`src/rtl/bp_me_network_pkt_serializer_req_pkg.sv`:
```
// Shared sizing helpers for the LCE->CCE request wormhole packet.
// The serializer uses the same width and flit-count math as the CCE-side
// decoders, so both ends always agree on the packet layout.

`ifndef BP_ME_NETWORK_PKT_MACROS
`define BP_ME_NETWORK_PKT_MACROS
`define BP_ME_PKT_WIDTH(payload_w, len_w, x_w, y_w) ((payload_w) + (len_w) + (x_w) + (y_w))
`define BP_ME_NUM_FLITS(pkt_w, flit_w) (((pkt_w) + (flit_w) - 1) / (flit_w))
`endif

package bp_me_network_pkt_serializer_req_pkg;

  typedef enum logic {
    IDLE = 1'b0,
    SEND = 1'b1
  } state_e;

  // Counter width that never collapses to zero bits.
  function automatic int safe_clog2(input int n);
    return (n <= 1) ? 1 : $clog2(n);
  endfunction

  // Total wormhole packet width {payload, length, y, x}.
  function automatic int pkt_width(input int payload_w, input int len_w,
                                   input int x_w, input int y_w);
    return `BP_ME_PKT_WIDTH(payload_w, len_w, x_w, y_w);
  endfunction

  // Number of flits needed to carry a packet.
  function automatic int num_flits(input int pkt_w, input int flit_w);
    return `BP_ME_NUM_FLITS(pkt_w, flit_w);
  endfunction

  // Value stored in the packet length field: flits minus one.
  function automatic int len_field(input int pkt_w, input int flit_w);
    return `BP_ME_NUM_FLITS(pkt_w, flit_w) - 1;
  endfunction

endpackage

```
`src/rtl/bp_me_network_pkt_serializer_req_if.sv`:
```
// Request-side and link-side handshake bundle of the request serializer.
// master: the LCE / link environment; slave: the serializer itself.

interface bp_me_network_pkt_serializer_req_if
  import bp_me_network_pkt_serializer_req_pkg::*;
#(
  parameter int payload_width_p = 100,
  parameter int dst_id_width_p  = 3,
  parameter int flit_width_p    = 32
);

  logic [payload_width_p-1:0] payload_i;
  logic [dst_id_width_p-1:0]  dst_id_i;
  logic                       long_i;
  logic                       v_i;
  logic                       ready_o;
  logic [flit_width_p-1:0]    link_data_o;
  logic                       link_v_o;
  logic                       link_ready_i;

  modport master (
    output payload_i, dst_id_i, long_i, v_i, link_ready_i,
    input  ready_o, link_data_o, link_v_o
  );

  modport slave (
    input  payload_i, dst_id_i, long_i, v_i, link_ready_i,
    output ready_o, link_data_o, link_v_o
  );

endinterface

```
`src/rtl/bp_me_network_pkt_serializer_req_hdr_gen.sv`:
```
// Combinational routing header generator: maps a destination CCE id and the
// message kind onto the {length, y, x} low bits of the wormhole packet.

module bp_me_network_pkt_serializer_req_hdr_gen
  import bp_me_network_pkt_serializer_req_pkg::*;
#(
  parameter int x_cord_width_p = 4,
  parameter int y_cord_width_p = 4,
  parameter int len_width_p    = 2,
  parameter int dst_id_width_p = 3,
  parameter int dst_x_stride_p = 2,
  parameter int dst_x_offset_p = 0,
  parameter int dst_y_p        = 0,
  parameter int long_len_p     = 3,
  parameter int short_len_p    = 1
)(
  input  logic [dst_id_width_p-1:0]                             dst_id_i,
  input  logic                                                  long_i,
  output logic [len_width_p-1:0]                                len_o,
  output logic [len_width_p+y_cord_width_p+x_cord_width_p-1:0] hdr_o
);

  logic [x_cord_width_p-1:0] x_cord;
  logic [y_cord_width_p-1:0] y_cord;

  // Linear id-to-column map; all CCEs share one row.
  always_comb begin
    x_cord = x_cord_width_p'(32'(dst_id_i) * 32'(dst_x_stride_p) + 32'(dst_x_offset_p));
    y_cord = y_cord_width_p'(dst_y_p);
    len_o  = long_i ? len_width_p'(long_len_p) : len_width_p'(short_len_p);
    hdr_o  = {len_o, y_cord, x_cord};
  end

endmodule

```
`src/rtl/bp_me_network_pkt_serializer_req.sv`:
```
// LCE-to-CCE request injector: packs one request into a wormhole packet and
// streams it onto the mesh link one flit per handshake, back-to-back capable.

module bp_me_network_pkt_serializer_req
  import bp_me_network_pkt_serializer_req_pkg::*;
#(
  parameter int payload_width_p       = 100,
  parameter int short_payload_width_p = 40,
  parameter int flit_width_p          = 32,
  parameter int max_num_flit_p        = 4,
  parameter int x_cord_width_p        = 4,
  parameter int y_cord_width_p        = 4,
  parameter int dst_id_width_p        = 3,
  parameter int dst_x_stride_p        = 2,
  parameter int dst_x_offset_p        = 0,
  parameter int dst_y_p               = 0
)(
  input  logic                                   clk_i,
  input  logic                                   reset_i,
  bp_me_network_pkt_serializer_req_if.slave      bus
);

  localparam int len_width_lp   = safe_clog2(max_num_flit_p);
  localparam int hdr_width_lp   = len_width_lp + y_cord_width_p + x_cord_width_p;
  localparam int long_width_lp  = pkt_width(payload_width_p, len_width_lp,
                                            x_cord_width_p, y_cord_width_p);
  localparam int short_width_lp = pkt_width(short_payload_width_p, len_width_lp,
                                            x_cord_width_p, y_cord_width_p);
  localparam int long_flits_lp  = num_flits(long_width_lp, flit_width_p);
  localparam int short_flits_lp = num_flits(short_width_lp, flit_width_p);
  localparam int buf_width_lp   = max_num_flit_p * flit_width_p;

  localparam logic [payload_width_p-1:0] short_mask_lp =
    {payload_width_p{1'b1}} >> (payload_width_p - short_payload_width_p);

  if (flit_width_p < hdr_width_lp) begin : g_chk_hdr
    $error("flit_width_p cannot hold the {length, y, x} header");
  end
  if (long_flits_lp > max_num_flit_p) begin : g_chk_flits
    $error("long packet needs more than max_num_flit_p flits");
  end
  if (short_payload_width_p > payload_width_p) begin : g_chk_short
    $error("short_payload_width_p exceeds payload_width_p");
  end

  logic [len_width_lp-1:0]    len;
  logic [hdr_width_lp-1:0]    hdr;
  logic [payload_width_p-1:0] payload_masked;
  logic [buf_width_lp-1:0]    pkt_next;

  logic [buf_width_lp-1:0]    pkt_p1;
  logic [len_width_lp-1:0]    cnt_p1;
  state_e                     state, state_n;

  logic ready;
  logic link_v;
  logic load;
  logic shift;

  bp_me_network_pkt_serializer_req_hdr_gen #(
    .x_cord_width_p (x_cord_width_p),
    .y_cord_width_p (y_cord_width_p),
    .len_width_p    (len_width_lp),
    .dst_id_width_p (dst_id_width_p),
    .dst_x_stride_p (dst_x_stride_p),
    .dst_x_offset_p (dst_x_offset_p),
    .dst_y_p        (dst_y_p),
    .long_len_p     (long_flits_lp - 1),
    .short_len_p    (short_flits_lp - 1)
  ) hdr_gen (
    .dst_id_i (bus.dst_id_i),
    .long_i   (bus.long_i),
    .len_o    (len),
    .hdr_o    (hdr)
  );

  // Assemble the zero-padded packet; short requests drop the upper payload bits.
  always_comb begin
    payload_masked = bus.long_i ? bus.payload_i : (bus.payload_i & short_mask_lp);
    pkt_next       = buf_width_lp'({payload_masked, hdr});
  end

  // Next-state and handshake decode; ready only looks at link_ready_i in SEND.
  always_comb begin
    state_n = state;
    ready   = 1'b0;
    link_v  = 1'b0;
    load    = 1'b0;
    shift   = 1'b0;
    if (!reset_i) begin
      case (state)
        IDLE: begin
          ready = 1'b1;
          if (bus.v_i) begin
            load    = 1'b1;
            state_n = SEND;
          end
        end
        SEND: begin
          link_v = 1'b1;
          if (bus.link_ready_i) begin
            shift = 1'b1;
            if (cnt_p1 == '0) begin
              ready = 1'b1;
              if (bus.v_i) begin
                load = 1'b1;
              end else begin
                state_n = IDLE;
              end
            end
          end
        end
        default: state_n = IDLE;
      endcase
    end
  end

  // State, flit counter and packet shift register; a new load overrides the shift.
  always_ff @(posedge clk_i) begin
    if (reset_i) begin
      state  <= IDLE;
      cnt_p1 <= '0;
      pkt_p1 <= '0;
    end else begin
      state <= state_n;
      if (load) begin
        pkt_p1 <= pkt_next;
        cnt_p1 <= len;
      end else if (shift) begin
        pkt_p1 <= pkt_p1 >> flit_width_p;
        if (cnt_p1 != '0) begin
          cnt_p1 <= cnt_p1 - 1'b1;
        end
      end
    end
  end

  assign bus.ready_o     = ready;
  assign bus.link_v_o    = link_v;
  assign bus.link_data_o = reset_i ? '0 : pkt_p1[flit_width_p-1:0];

endmodule

```
`src/flat_wrapper.sv`:
```
// flat-port wrapper written by rule: the top's interface ports become plain ports
module bp_me_network_pkt_serializer_req_flat import bp_me_network_pkt_serializer_req_pkg::*;
#(
  parameter int payload_width_p       = 100,
  parameter int short_payload_width_p = 40,
  parameter int flit_width_p          = 32,
  parameter int max_num_flit_p        = 4,
  parameter int x_cord_width_p        = 4,
  parameter int y_cord_width_p        = 4,
  parameter int dst_id_width_p        = 3,
  parameter int dst_x_stride_p        = 2,
  parameter int dst_x_offset_p        = 0,
  parameter int dst_y_p               = 0
)
  (clk_i, reset_i, bus_payload_i, bus_dst_id_i, bus_long_i, bus_v_i, bus_link_ready_i, bus_ready_o, bus_link_data_o, bus_link_v_o);
  bp_me_network_pkt_serializer_req_if #(.payload_width_p(payload_width_p), .dst_id_width_p(dst_id_width_p), .flit_width_p(flit_width_p)) bus_i ();
  input  logic clk_i;
  input  logic reset_i;
  input wire logic [$bits(bus_i.payload_i)-1:0] bus_payload_i;
  input wire logic [$bits(bus_i.dst_id_i)-1:0] bus_dst_id_i;
  input wire logic [$bits(bus_i.long_i)-1:0] bus_long_i;
  input wire logic [$bits(bus_i.v_i)-1:0] bus_v_i;
  input wire logic [$bits(bus_i.link_ready_i)-1:0] bus_link_ready_i;
  output wire logic [$bits(bus_i.ready_o)-1:0] bus_ready_o;
  output wire logic [$bits(bus_i.link_data_o)-1:0] bus_link_data_o;
  output wire logic [$bits(bus_i.link_v_o)-1:0] bus_link_v_o;
  assign bus_i.payload_i = bus_payload_i;
  assign bus_i.dst_id_i = bus_dst_id_i;
  assign bus_i.long_i = bus_long_i;
  assign bus_i.v_i = bus_v_i;
  assign bus_i.link_ready_i = bus_link_ready_i;
  assign bus_ready_o = bus_i.ready_o;
  assign bus_link_data_o = bus_i.link_data_o;
  assign bus_link_v_o = bus_i.link_v_o;
  bp_me_network_pkt_serializer_req #(.payload_width_p(payload_width_p), .short_payload_width_p(short_payload_width_p), .flit_width_p(flit_width_p), .max_num_flit_p(max_num_flit_p), .x_cord_width_p(x_cord_width_p), .y_cord_width_p(y_cord_width_p), .dst_id_width_p(dst_id_width_p), .dst_x_stride_p(dst_x_stride_p), .dst_x_offset_p(dst_x_offset_p), .dst_y_p(dst_y_p)) u_core (.clk_i(clk_i), .reset_i(reset_i), .bus(bus_i));
endmodule
```
`config.mk`:
```
export PLATFORM = sky130hd
export DESIGN_NAME = bp_me_network_pkt_serializer_req_flat
export DESIGN_NICKNAME = d
export VERILOG_FILES = /design/src/rtl/bp_me_network_pkt_serializer_req_pkg.sv /design/src/rtl/bp_me_network_pkt_serializer_req_if.sv /design/src/rtl/bp_me_network_pkt_serializer_req_hdr_gen.sv /design/src/rtl/bp_me_network_pkt_serializer_req.sv /design/src/flat_wrapper.sv
export SDC_FILE = /design/constraint.sdc
export NUM_CORES = 1
export LEC_CHECK = 0
export BUFFER_PORTS_ARGS = -buffer_cell sky130_fd_sc_hd__buf_2
export CELL_PAD_IN_SITES_DETAIL_PLACEMENT = 0
export CELL_PAD_IN_SITES_GLOBAL_PLACEMENT = 1
export CORE_MARGIN = 2
export CORE_UTILIZATION = 41
export CTS_CLUSTER_DIAMETER = 40
export CTS_CLUSTER_SIZE = 16
export DETAILED_ROUTE_END_ITERATION = 8
export GPL_ROUTABILITY_DRIVEN = 0
export PLACE_DENSITY = 0.82
export SETUP_SLACK_MARGIN = 0.5
export SYNTH_ARGS = -nofsm -noshare
export SYNTH_HDL_FRONTEND = slang
export SYNTH_SLANG_ARGS = --single-unit
```
`constraint.sdc`:
```
create_clock -name clk_i -period 2.53 [get_ports clk_i]
set_clock_uncertainty 0.1 [all_clocks]
set_input_delay 0.506 -clock clk_i [delete_from_list [all_inputs] [get_ports clk_i]]
set_output_delay 0.506 -clock clk_i [all_outputs]
set_load 0.01 [all_outputs]
```
=== After elaboration in Yosys (flattened, before gate mapping) ===
Index checks and enable logic that the tools add are counted.

* Memory bits (writable): 0
* Memories: 0
* Latch bits: 0
* Bits in read-only memories: 0
* Logic and storage cells: 37
* Output and inout port bits: 34
* Input bits: 108
* Register bits after elaboration: 113

* Divide/modulo/power cells: 0
* $lt $le $gt $ge: 0
* Shift operators: 0
* Add/subtract/negate cells: 1
* Multiply operators: 0
* Muxes and demuxes: 25
* Bitwise logic cells: 1
* Equality and inequality tests: 0
* Reduce and logical (&&, ||, !) cells: 6

{| class="wikitable"
|+ Operator list
! operator !! count
|-
| two-way mux 110 bit || 2
|-
| two-way mux 100 bit || 1
|-
| two-way mux 32 bit || 1
|-
| two-way mux 1 bit || 14
|-
| two-way mux 2 bit || 4
|-
| one-hot mux 1 bit (2 select lines) || 3
|-
| nonzero test 2 bit || 3
|-
| logical NOT 2 bit || 1
|-
| AND reduction 2 bit || 1
|-
| OR reduction 2 bit || 1
|-
| subtractor 2 x 1 -> 2 bit (second input constant) || 1
|-
| inverter 1 bit || 1
|}

=== Logic depth before layout (Yosys ltp) ===
* Word-level depth: 7
* Gate-level depth with buffers: 6
* Depth with buffers taken out: 5

=== Cells and area by module ===
Synthesis repeated with hierarchy kept, for this count alone.

* Cells, all modules: 603
* Area, all modules: 5153.7 um2

{| class="wikitable"
|+ Modules (own cells, without submodules)
! module !! area each (um2) !! instances !! sequential area each (um2) !! cells an instance
|-
| bp_me_network_pkt_serializer_req || 5056.1 || 1 || 2262.2 || 589
|-
| bp_me_network_pkt_serializer_req_hdr_gen || 97.6 || 1 || 0.0 || 14
|}

=== Least setup slack after synthesis ===
No wires, ideal clock.

* Path kind: input -> output
* Start point: input port reset_i
* End point: output port bus_ready_o
* Buffers on the path: 3
* Data required time: 1.924 ns
* Data arrival time: 1.245 ns
* Slack: 0.679 ns
* Stages: 4
* Cell sequence: buf_2 > buf_2 > buf_1 > nor2_1

* Cells in the longest elaborated chain, start to end: 1

{| class="wikitable"
|+ Ends and longest elaborated chain
! item !! line !! RTL
|-
| start, declared || flat_wrapper.sv:18 || <nowiki>input logic reset_i;</nowiki>
|-
| two-way mux 1 bit || bp_me_network_pkt_serializer_req.sv:90 || <nowiki>if (!reset_i) begin</nowiki>
|-
| end, declared || flat_wrapper.sv:24 || <nowiki>output wire logic [$bits(bus_i.ready_o)-1:0] bus_ready_o;</nowiki>
|}

Every way passes these cells.

=== Final worst setup path ===
* Start point: register u_core.cnt_p1[0]
* End point: output port bus_ready_o

* Cells in the longest elaborated chain, start to end: 5

{| class="wikitable"
|+ Ends and longest elaborated chain
! item !! line !! RTL
|-
| start, declared || bp_me_network_pkt_serializer_req.sv:52 || <nowiki>logic [len_width_lp-1:0] cnt_p1;</nowiki>
|-
| start signal, assigned || bp_me_network_pkt_serializer_req.sv:128 || <nowiki>cnt_p1 <= len;</nowiki>
|-
| start signal, assigned || bp_me_network_pkt_serializer_req.sv:132 || <nowiki>cnt_p1 <= cnt_p1 - 1'b1;</nowiki>
|-
| logical NOT 2 bit || bp_me_network_pkt_serializer_req.sv:103 || <nowiki>if (cnt_p1 == '0) begin</nowiki>
|-
| two-way mux 1 bit || bp_me_network_pkt_serializer_req.sv:103 ||
|-
| two-way mux 1 bit || bp_me_network_pkt_serializer_req.sv:101 || <nowiki>if (bus.link_ready_i) begin</nowiki>
|-
| one-hot mux 1 bit (2 select lines) || bp_me_network_pkt_serializer_req.sv:91 || <nowiki>case (state)</nowiki>
|-
| two-way mux 1 bit || bp_me_network_pkt_serializer_req.sv:90 ||
|}

Every way passes these cells.

==> summary.md <==
| Metric | Value |
|---|---|
| Syn_nets | `557` |
| Vias per inst | `5.40` |
| TritonCTS clock tree | `yes` |
| Post-synth EDFFs | `0` |
| Residual DRC | `0` |
| Synth Flop Type | `dfxtp_1` |
| Die height | `109 um` |
| Multi-input logic area | `0.00210 mm2` |
| Setup crit start kind | `register` |
| CP endpoint | `bus_ready_o` |
| Cell Rows | `38` |
| DR vias | `3948` |
| RSZ-0062 raised after global routing | `yes` |
| P&R area growth vs syn | `32.3%` |
| PortBufs | `141` |
| Final #Nets | `687` |
| Final count of hold timing violations | `0` |
| R2r worst-path depth | `7` |
| H-tree depth | `4` |
| Iteration-0 DRC Markers | `333` |
| Largest net degree at the start of global routing | `75` |
| Routed len/inst | `16.1 um` |
| Fmax | `0.495 GHz` |
| DP Wirelength | `8000 um` |
| Pins Over Slew Limit | `0` |
| Vias in the first global route | `3634` |
| Placed inst area | `0.00536 mm2` |
| Worst EP required | `1920 ps` |
| Reg2reg end | `u_core.pkt_p1[61]$_SDFFE_PP0P_` |
| Critical Path Start | `u_core.cnt_p1[0]$_SDFFE_PP0P_` |
| Die X-Extent | `109 um` |
| Fill cell count | `972` |
| Setup ws final | `508 ps` |
| Pre-Repair DR Iteration Count | `5` |
| Top-area cell type share of the netlist area | `49.8%` |
| Worst skew pair latency | `520 ps` |
| Hold Crit Class | `input port to register` |
| Post-Route Setup TNS | `0 ps` |
| Leak | `0.00250 uW` |
| Power Dens Cells | `796 mW/mm2` |
| CTS Root Cell | `clkbuf_8` |
| Post-synth cell types | `32` |
| Outcome | `finished clean` |
| Worst flop-to-flop path startpoint | `u_core.cnt_p1[0]$_SDFFE_PP0P_` |
| Gr usage total | `20.0%` |
| FF-to-FF setup slack | `680 ps` |
| Post-synthesis sequential area ratio | `49.8%` |
| Post-Route WL | `11800 um` |
| Layout cell share with drive strength beyond 1 | `33.8%` |
| Worst-Margin Slew | `614 ps` |
| Total grt overflow | `0` |
| Clock sink total | `113` |
| Period minus WS final | `2020 ps` |
| Gate Count Post-Synth | `448` |
| Pre-CTS setup slack | `312 ps` |
| Syn. warnings | `0` |
| Post-route clock period utilization | `79.9%` |
| Antenna diodes | `0` |
| Initial Utilization | `41.9%` |
| CP Class | `register to output port` |
| Reg clk slew, reported paths | `60 ps` |
| Crit path capture type | `output port` |
| Max-Slew Margin vs Limit | `58.9%` |
| Total power draw | `4780 uW` |
| Synthesized flop and latch total | `113` |
| Post-synthesis async set-or-reset flop share | `0%` |
| Reg area | `0.00226 mm2` |
| VDD IR max | `0.435 mV` |
| # Max-Cap Violations | `0` |
| CP arrival | `1420 ps` |
| Mean post-synth cell area | `10.1 um2` |
| Die area | `0.0119 mm2` |
| CP Max Fanout | `4` |
| Synth Cell Area | `0.00454 mm2` |
| Max clock buf depth | `2` |
| CTS Buf Count | `17` |
| Post-synth top area cell | `dfxtp_1` |
| Hold buffers post-CTS | `0` |
| Post-route ant nets | `0` |
| Most frequent cells after synthesis | `dfxtp_1, a221o_1, nor3b_1, nand2_1, nor2b_1` |
| Largest cells by area after synthesis | `dfxtp_1, a221o_1, nor3b_1, a22o_1, nor2b_1` |
| Final setup fails | `0` |
| Utilization after layout | `55.4%` |
| Final instance area | `0.00601 mm2` |
| Most common cell in the synthesized netlist | `dfxtp_1` |
| Initial antenna violation count | `1` |
| CORE AREA | `0.0108 mm2` |
| First-pass GRT wire length | `18200 um` |
| IO Pins | `142` |
[flip-flops by register name, summed over array words and instances (netlist names)]
| signal | cells |
|---|---|
| u_core.cnt_p1 | 2 |
| u_core.pkt_p1 | 110 |
| u_core.state | 1 |
[cell usage in the layout (no fill, tap or decap), types with 3 or more instances in the layout]
cell	synthesis	routed
clkbuf_16	0	16
nand2_1	48	48
buf_4	1	14
clkinv_4	0	4
nor3_1	19	19
a21oi_1	6	6
buf_2	26	140
a311oi_1	19	19
a22o_1	32	32
nor2b_1	33	33
dfxtp_1	113	111
nor3b_1	53	53
inv_1	5	3
bufinv_16	0	4
a221o_1	53	53
clkinv_2	0	4
[per-stage QoR]
stage	hold slack (ps)	instances
after floorplan	332	448
after global placement	343	697
after detailed placement	343	697
after CTS	82.6	730
after global routing	77.8	731
final	93.9	731
[worst min-delay path by stage]
stage | start | to | slack [ps] | depth (start not counted)
floorplan | u_core.pkt_p1[0]$_SDFFE_PP0N_ | u_core.pkt_p1[0]$_SDFFE_PP0N_ | 330 | 2
global placement | u_core.pkt_p1[7]$_SDFFE_PP0N_ | u_core.pkt_p1[7]$_SDFFE_PP0N_ | 340 | 2
detailed placement | u_core.pkt_p1[36]$_SDFFE_PP0P_ | u_core.pkt_p1[4]$_SDFFE_PP0N_ | 340 | 2
CTS | bus_payload_i[91] | u_core.pkt_p1[101]$_SDFFE_PP0P_ | 80 | 2
global route | bus_payload_i[84] | u_core.pkt_p1[94]$_SDFFE_PP0P_ | 80 | 2
finish | bus_payload_i[91] | u_core.pkt_p1[101]$_SDFFE_PP0P_ | 90 | 2
[repair_timing]
action	4_1_cts	5_1_grt
buffers inserted	1	1
endpoints found under the setup margin	76	62
resized for setup	3	7
pin swaps	1	2
hold endpoints to repair	0	0
[routing by layer]
| metal | vias to the layer above | track usage (%) | part of all wire, % |
|---|---|---|---|
| met2 | 134 | 30.0 | 46 |
| li1 | 1956 | - | - |
| met5 | - | 0 | 0.11 |
| met4 | 2 | 7.41 | 1.1 |
| met3 | 11 | 6.04 | 6.7 |
| met1 | 1845 | 27.0 | 46 |
[kinds of logic (layout without fill, tap and decap cells)]
group                      Yosys count  in the layout  share of synthesized area [%]
and+or+nand+nor                    165            165                           21.0
AOI/OAI and AO/OA                  117            117                           23.5
DFF                                113            113                           49.8
buffers and inverters               50            193                           4.93
muxes                                2              2                          0.468
adders and majority gates            1              1                          0.275
[worst max-delay path: stages, from the launching register on]
cell      delay (ps)
dfxtp_2          330
inv_2             50
ha_4             170
a21boi_4         160
nor2_2            50
buf_2            130
[final cells by class]
| class | instances | share of cell area (%) |
|---|---|---|
| clock buffers | 18 | 6.95 |
| repair buffers | 156 | 14.1 |
| clock inverters | 14 | 3.16 |
| inverters | 5 | 0.312 |
| flip-flops and latches | 113 | 37.7 |
| multi-input cells | 285 | 34.9 |
| well taps | 140 | 2.91 |
[report_power, final]
| part | leakage, uW | switching, uW | internal (uW) | total, uW |
|---|---|---|---|---|
| clock | 0.000294 | 830 | 1590 | 2420 |
| sequential | 0.000925 | 49.5 | 1880 | 1930 |
| combinational | 0.00128 | 226 | 208 | 433 |
| total | 0.00250 | 1110 | 3680 | 4780 |
Note: power is estimated with default switching activity, not from simulation.
